File: src/rtl/pc_fetch_stage_if.sv
// Instruction-memory request/acknowledge bus between the fetch stage and imem.
// The fetch stage is the master; the memory answers with a one-cycle ack.
interface pc_fetch_stage_if;
    logic        imem_req;
    logic [31:0] imem_addr;
    logic        imem_ack;
    logic [31:0] imem_rdata;

    modport master (
        output imem_req,
        output imem_addr,
        input  imem_ack,
        input  imem_rdata
    );

    modport slave (
        input  imem_req,
        input  imem_addr,
        output imem_ack,
        output imem_rdata
    );
endinterface

File: src/rtl/pc_fetch_stage.sv
// Program-counter / instruction-fetch stage with IF/ID pipeline register and delay-slot redirect.
// Define FETCH_ALIGN_CHK_EN to turn misaligned PCs into fetch-address exceptions.
module pc_fetch_stage (
    input  logic                   clk,
    input  logic                   reset,
    input  logic                   stall,
    input  logic                   redirect,
    input  logic [31:0]            redirect_pc,
    pc_fetch_stage_if.master       imem,
    output logic [31:0]            if_id_instr,
    output logic [31:0]            if_id_pc,
    output logic                   if_id_valid,
    output logic                   if_id_exc
);

`ifdef FETCH_ALIGN_CHK_EN
    localparam bit ALIGN_CHK = 1'b1;
`else
    localparam bit ALIGN_CHK = 1'b0;
`endif

    localparam logic [31:0] RESET_PC = 32'h0000_3000;

    typedef enum logic [1:0] {
        IDLE = 2'd0,
        REQ  = 2'd1,
        HOLD = 2'd2
    } state_e;

    state_e      state_q, state_d;
    logic [31:0] pc_q, pc_d;
    logic        pend_q, pend_d;
    logic [31:0] pend_pc_q, pend_pc_d;
    logic [31:0] hold_instr_q, hold_instr_d;
    logic [31:0] hold_pc_q, hold_pc_d;
    logic [31:0] instr_q, instr_d;
    logic [31:0] id_pc_q, id_pc_d;
    logic        valid_q, valid_d;
    logic        exc_q, exc_d;

    logic        misal;
    logic [31:0] seq_pc;
    logic [31:0] nxt_pc;

    assign misal  = ALIGN_CHK && (pc_q[1:0] != 2'b00);
    assign seq_pc = pc_q + 32'd4;
    // A pending redirect outranks the sequential successor.
    assign nxt_pc = pend_q ? pend_pc_q : seq_pc;

    assign imem.imem_req  = (state_q == REQ) && !misal;
    assign imem.imem_addr = ALIGN_CHK ? pc_q : {pc_q[31:2], 2'b00};

    assign if_id_instr = instr_q;
    assign if_id_pc    = id_pc_q;
    assign if_id_valid = valid_q;
    assign if_id_exc   = ALIGN_CHK ? exc_q : 1'b0;

    always_comb begin
        state_d      = state_q;
        pc_d         = pc_q;
        pend_d       = pend_q;
        pend_pc_d    = pend_pc_q;
        hold_instr_d = hold_instr_q;
        hold_pc_d    = hold_pc_q;
        instr_d      = instr_q;
        id_pc_d      = id_pc_q;
        valid_d      = valid_q;
        exc_d        = exc_q;

        unique case (state_q)
            IDLE: begin
                state_d = REQ;
            end
            REQ: begin
                if (misal) begin
                    // No fetch issued; keep reporting the fault until ID redirects.
                    if (!stall) begin
                        instr_d = 32'h0;
                        id_pc_d = pc_q;
                        valid_d = 1'b1;
                        exc_d   = 1'b1;
                        if (redirect) begin
                            pc_d = redirect_pc;
                        end
                    end
                end else if (imem.imem_ack) begin
                    pend_d = 1'b0;
                    if (!stall) begin
                        instr_d = imem.imem_rdata;
                        id_pc_d = pc_q;
                        valid_d = 1'b1;
                        exc_d   = 1'b0;
                        pc_d    = redirect ? redirect_pc : nxt_pc;
                    end else begin
                        hold_instr_d = imem.imem_rdata;
                        hold_pc_d    = pc_q;
                        pc_d         = nxt_pc;
                        state_d      = HOLD;
                    end
                end else if (!stall) begin
                    valid_d = 1'b0;
                    exc_d   = 1'b0;
                    // Address must stay stable while the request is open.
                    if (redirect) begin
                        pend_d    = 1'b1;
                        pend_pc_d = redirect_pc;
                    end
                end
            end
            HOLD: begin
                if (!stall) begin
                    instr_d = hold_instr_q;
                    id_pc_d = hold_pc_q;
                    valid_d = 1'b1;
                    exc_d   = 1'b0;
                    state_d = REQ;
                    if (redirect) begin
                        pc_d = redirect_pc;
                    end
                end
            end
            default: begin
                state_d = IDLE;
            end
        endcase
    end

    always_ff @(posedge clk or posedge reset) begin
        if (reset) begin
            state_q      <= IDLE;
            pc_q         <= RESET_PC;
            pend_q       <= 1'b0;
            pend_pc_q    <= 32'h0;
            hold_instr_q <= 32'h0;
            hold_pc_q    <= 32'h0;
            instr_q      <= 32'h0;
            id_pc_q      <= 32'h0;
            valid_q      <= 1'b0;
            exc_q        <= 1'b0;
        end else begin
            state_q      <= state_d;
            pc_q         <= pc_d;
            pend_q       <= pend_d;
            pend_pc_q    <= pend_pc_d;
            hold_instr_q <= hold_instr_d;
            hold_pc_q    <= hold_pc_d;
            instr_q      <= instr_d;
            id_pc_q      <= id_pc_d;
            valid_q      <= valid_d;
            exc_q        <= exc_d;
        end
    end

endmodule

File: src/flat_wrapper.sv
// flat-port wrapper written by rule: the top's interface ports become plain ports
module pc_fetch_stage_flat 
  (clk, reset, stall, redirect, redirect_pc, if_id_instr, if_id_pc, if_id_valid, if_id_exc, imem_imem_req, imem_imem_addr, imem_imem_ack, imem_imem_rdata);
  pc_fetch_stage_if imem_i ();
  input  logic clk;
  input  logic reset;
  input  logic stall;
  input  logic redirect;
  input  logic [31:0] redirect_pc;
  output logic [31:0] if_id_instr;
  output logic [31:0] if_id_pc;
  output logic if_id_valid;
  output logic if_id_exc;
  output wire logic [$bits(imem_i.imem_req)-1:0] imem_imem_req;
  output wire logic [$bits(imem_i.imem_addr)-1:0] imem_imem_addr;
  input wire logic [$bits(imem_i.imem_ack)-1:0] imem_imem_ack;
  input wire logic [$bits(imem_i.imem_rdata)-1:0] imem_imem_rdata;
  assign imem_imem_req = imem_i.imem_req;
  assign imem_imem_addr = imem_i.imem_addr;
  assign imem_i.imem_ack = imem_imem_ack;
  assign imem_i.imem_rdata = imem_imem_rdata;
  pc_fetch_stage u_core (.clk(clk), .reset(reset), .stall(stall), .redirect(redirect), .redirect_pc(redirect_pc), .imem(imem_i), .if_id_instr(if_id_instr), .if_id_pc(if_id_pc), .if_id_valid(if_id_valid), .if_id_exc(if_id_exc));
endmodule
File: config.mk
export PLATFORM = sky130hd
export DESIGN_NAME = pc_fetch_stage_flat
export DESIGN_NICKNAME = d
export VERILOG_FILES = /design/src/rtl/pc_fetch_stage_if.sv /design/src/rtl/pc_fetch_stage.sv /design/src/flat_wrapper.sv
export SDC_FILE = /design/constraint.sdc
export NUM_CORES = 1
export LEC_CHECK = 0
export CORE_UTILIZATION = 28
export CTS_CLUSTER_SIZE = 24
export DETAILED_ROUTE_END_ITERATION = 10
export GPL_TIMING_DRIVEN = 0
export SETUP_SLACK_MARGIN = 0.3
export SLEW_MARGIN = 15
export SYNTH_ARGS = -nofsm -noshare
export SYNTH_HDL_FRONTEND = slang
export SYNTH_SLANG_ARGS = --single-unit
export TNS_END_PERCENT = 20
File: constraint.sdc
create_clock -name clk -period 7.35 [get_ports clk]
set_input_delay 2.205 -clock clk [delete_from_list [all_inputs] [get_ports clk]]
set_output_delay 2.205 -clock clk [all_outputs]
set_load 0.005 [all_outputs]
==> results.cfg, run 1 <==
[timing]
fin_crit_ns = 4.156
max-slew-margin-rel_pct = 50.24
hold_viol = 0
fmax_ghz = 0.2406
final_max_slew_viol_count = 0
clock-skew-final_ns = 0.01718
min_period_over_period_pct = 56.55
worstMarginPinSlew_ns = 0.7409
hold_ws_ns = 0.4825
fin_setup_tns_ns = 0
grt_setup_unrepaired = false
fin_ws_ns = 3.194
setup_viol = 0

[setup_path]
crit_arrival_ns = 4.47
crit_required_ns = 7.67
critical_path_class = primary input to flop
cp-start-kind = primary input
critical_path_peak_fanout = 10
cp-end-kind = flop

[floorplanning]
ioPinCount = 168
die_w_um = 183.9
core-area_um2 = 32540
die_h_um = 183.9
start_util_pct = 28.48
dieArea_um2 = 33830
num_rows = 66

[route]
ant_nets = 0
dr.pass1.iters = 5
wl_per_cell_um = 17.01
wirelength_um = 26490
drt_iter0_drc = 403
vias = 7442
drc = 0
via_per_inst = 4.780

[layout]
mostFrequentLayoutCells = 194 x dfrtp_1, 164 x clkdlybuf4s50_1, 154 x nand2_1
final_common_cell = dfrtp_1
final_area_um2 = 12180
antenna_cells = 0
final_nets = 1172
synthToLayoutAreaGrowth_pct = 31.49
layout-drive-gt1-share_pct = 19.01

[clocking]
clock_path_buffers = 2
ctsHoldBuffers = 0
clk_pin_slew_ns = 0.07
cts_sinks = 196
postCtsSetupRepairBufs = 0
htreeDepth = 4
cts_tree = done
ctsRootBufferMaster = clkbuf_16
cts_buffers = 17
ctsResizeCount = 0
clk_latency_ns = 0.44

[pwr]
power_w = 0.004380
p_per_area_nw_per_um2 = 359.5
ir_worst_vdd_mv = 0.1581
power.leakage_nw = 5.042

[min_path]
hold_path.class = flop to flop

[synthesis]
synthesis.area_um2 = 9266
ys_top_cells_by_area = dfrtp_1 52%, mux2_2 11%, nand2_1 6.2%
yosysWarnings = 0
syn_avg_cell_area_um2 = 10.17
synthCells = 911
synth.distinct_cells = 55
yosysSeqAreaShare_pct = 52.96
ys.flop_type = dfrtp_1
synth_area_leader_cell = dfrtp_1
yosys.area.top_type_share_pct = 52.39
ys_seq_elements = 196
async_flop_share_pct = 100.0
synth_edf_count = 0

[status]
status = completed

[global_routing]
grt_pass1_wl_um = 41860
antenna_found_initial = 0
grt_max_degree = 34
track_usage_pct = 16.13
grt_overflow = 0
grt_pass1_vias = 7313

[place]
dp_hpwl_um = 19530
dp_slack_ns = 2.682
port_buffers = 164
dpl_cell_area_um2 = 11590
gp_congestion = 0.8114

[job]
drv_cap = 0
==> through the flow <==
| step | utilization (%) | cells |
|---|---|---|
| final | 37.45 | 1557 |
| after floorplan | - | 913 |
| after global placement | 35.26 | 1519 |
| after CTS | 37.45 | 1557 |
| after global routing | 37.45 | 1557 |
| after detailed placement | 35.63 | 1525 |
==> cells in the mapped netlist (3+ instances only) <==
master	instances
a211oi_1	4
a21oi_1	31
a221oi_1	13
a22oi_1	4
a31oi_1	67
and3_1	17
and4_1	4
buf_1	6
buf_2	35
buf_4	34
clkbuf_1	28
dfrtp_1	194
inv_1	9
mux2_2	90
nand2_1	154
nand2b_1	8
nand3_1	15
nand3b_1	4
nand4_1	11
nor2_1	84
o211ai_1	5
o21a_1	3
o21ai_0	30
o21ai_1	5
xnor2_1	6
xor2_1	15
==> area by class of cell <==
cell class	count	area (um2)
fill	3324	20350
sequential	196	4907
clock inverter	14	152.6
timing repair buffer	170	1762
tap	442	553.0
buffer	103	558.0
inverter	9	37.54
multi-input combinational	605	3775
clock buffer	18	439.2
==> metal layers <==
metal,track usage [%],vias up,wire [um]
met1,21.67,3631,12150
met5,0,-,0
li1,-,3541,-
met3,3.130,29,1446
met2,26.14,241,12490
met4,4.867,0,398
==> critical path, stage by stage <==
cell and delay, ns:
clkdlybuf4s50_1 0.53, nand2b_1 0.20, buf_2 0.18, nor3_2 0.56, buf_2 0.41, mux2_2 0.37
==> worst paths after layout <==
kind | startpoint | endpoint | slack (ns) | cells after the start
worst min-delay path | u_core.hold_pc_q[30] | u_core.hold_pc_q[30] | 0.48 | 2
worst max register to register | u_core.pc_q[2] | u_core.pc_q[30] | 4.90 | 6
worst min register to register | u_core.hold_pc_q[30] | u_core.hold_pc_q[30] | 0.48 | 2
max in group asynchronous | reset | u_core.hold_pc_q[8] | 4.12 | 5
min in group asynchronous | reset | u_core.hold_instr_q[21] | 2.19 | 2
worst max-delay path | stall | u_core.pend_pc_q[27] | 3.19 | 6
==> state kept, by name (all words and copies together), names as in the netlist <==
name,cells
u_core.hold_pc_q,32
u_core.if_id_instr,32
u_core.if_id_pc,32
u_core.pc_q,32
u_core.if_id_valid,1
u_core.hold_instr_q,32
u_core.state_q,2
u_core.pend_q,1
u_core.pend_pc_q,32
==> cells by family after synthesis <==
| kind of cell | after synthesis | synth area share [%] |
|---|---|---|
| XOR/XNOR | 21 | 1.985 |
| buffers and inverters | 112 | 6.387 |
| other | 1 | 0.04047 |
| flip-flops | 196 | 52.96 |
| AO/OA/AOI/OAI | 174 | 11.87 |
| adder cells (fa/ha/maj) | 1 | 0.1350 |
| AND/OR/NAND/NOR | 313 | 15.35 |
| multiplexers | 93 | 11.27 |
==> report_power, final <==
group          switching [W]  total, W  leakage (nW)  internal [W]
registers           0.000358   0.00187          2.28       0.00151
clock network       0.000432  0.000948         0.296      0.000516
logic               0.000636   0.00156          2.47      0.000924
Power figures use the tool's default switching activity.
==> inputs of run 2 (changes only) <==
- clock period: 7.35 -> 4.1 ns (I/O delays scaled with it)
==> results of run 2 <==
Same layout as run 1 (identical final DEF). Status: completed.
Among the figures that moved: setup slack after placement 2.682 ns -> 0.4067 ns; setup slack after layout 3.194 ns -> 0.9188 ns; register-to-register setup slack 4.90 ns -> 1.65 ns; total power 0.004380 W -> 0.007851 W; worst IR drop on VDD 0.1581 mV -> 0.2835 mV
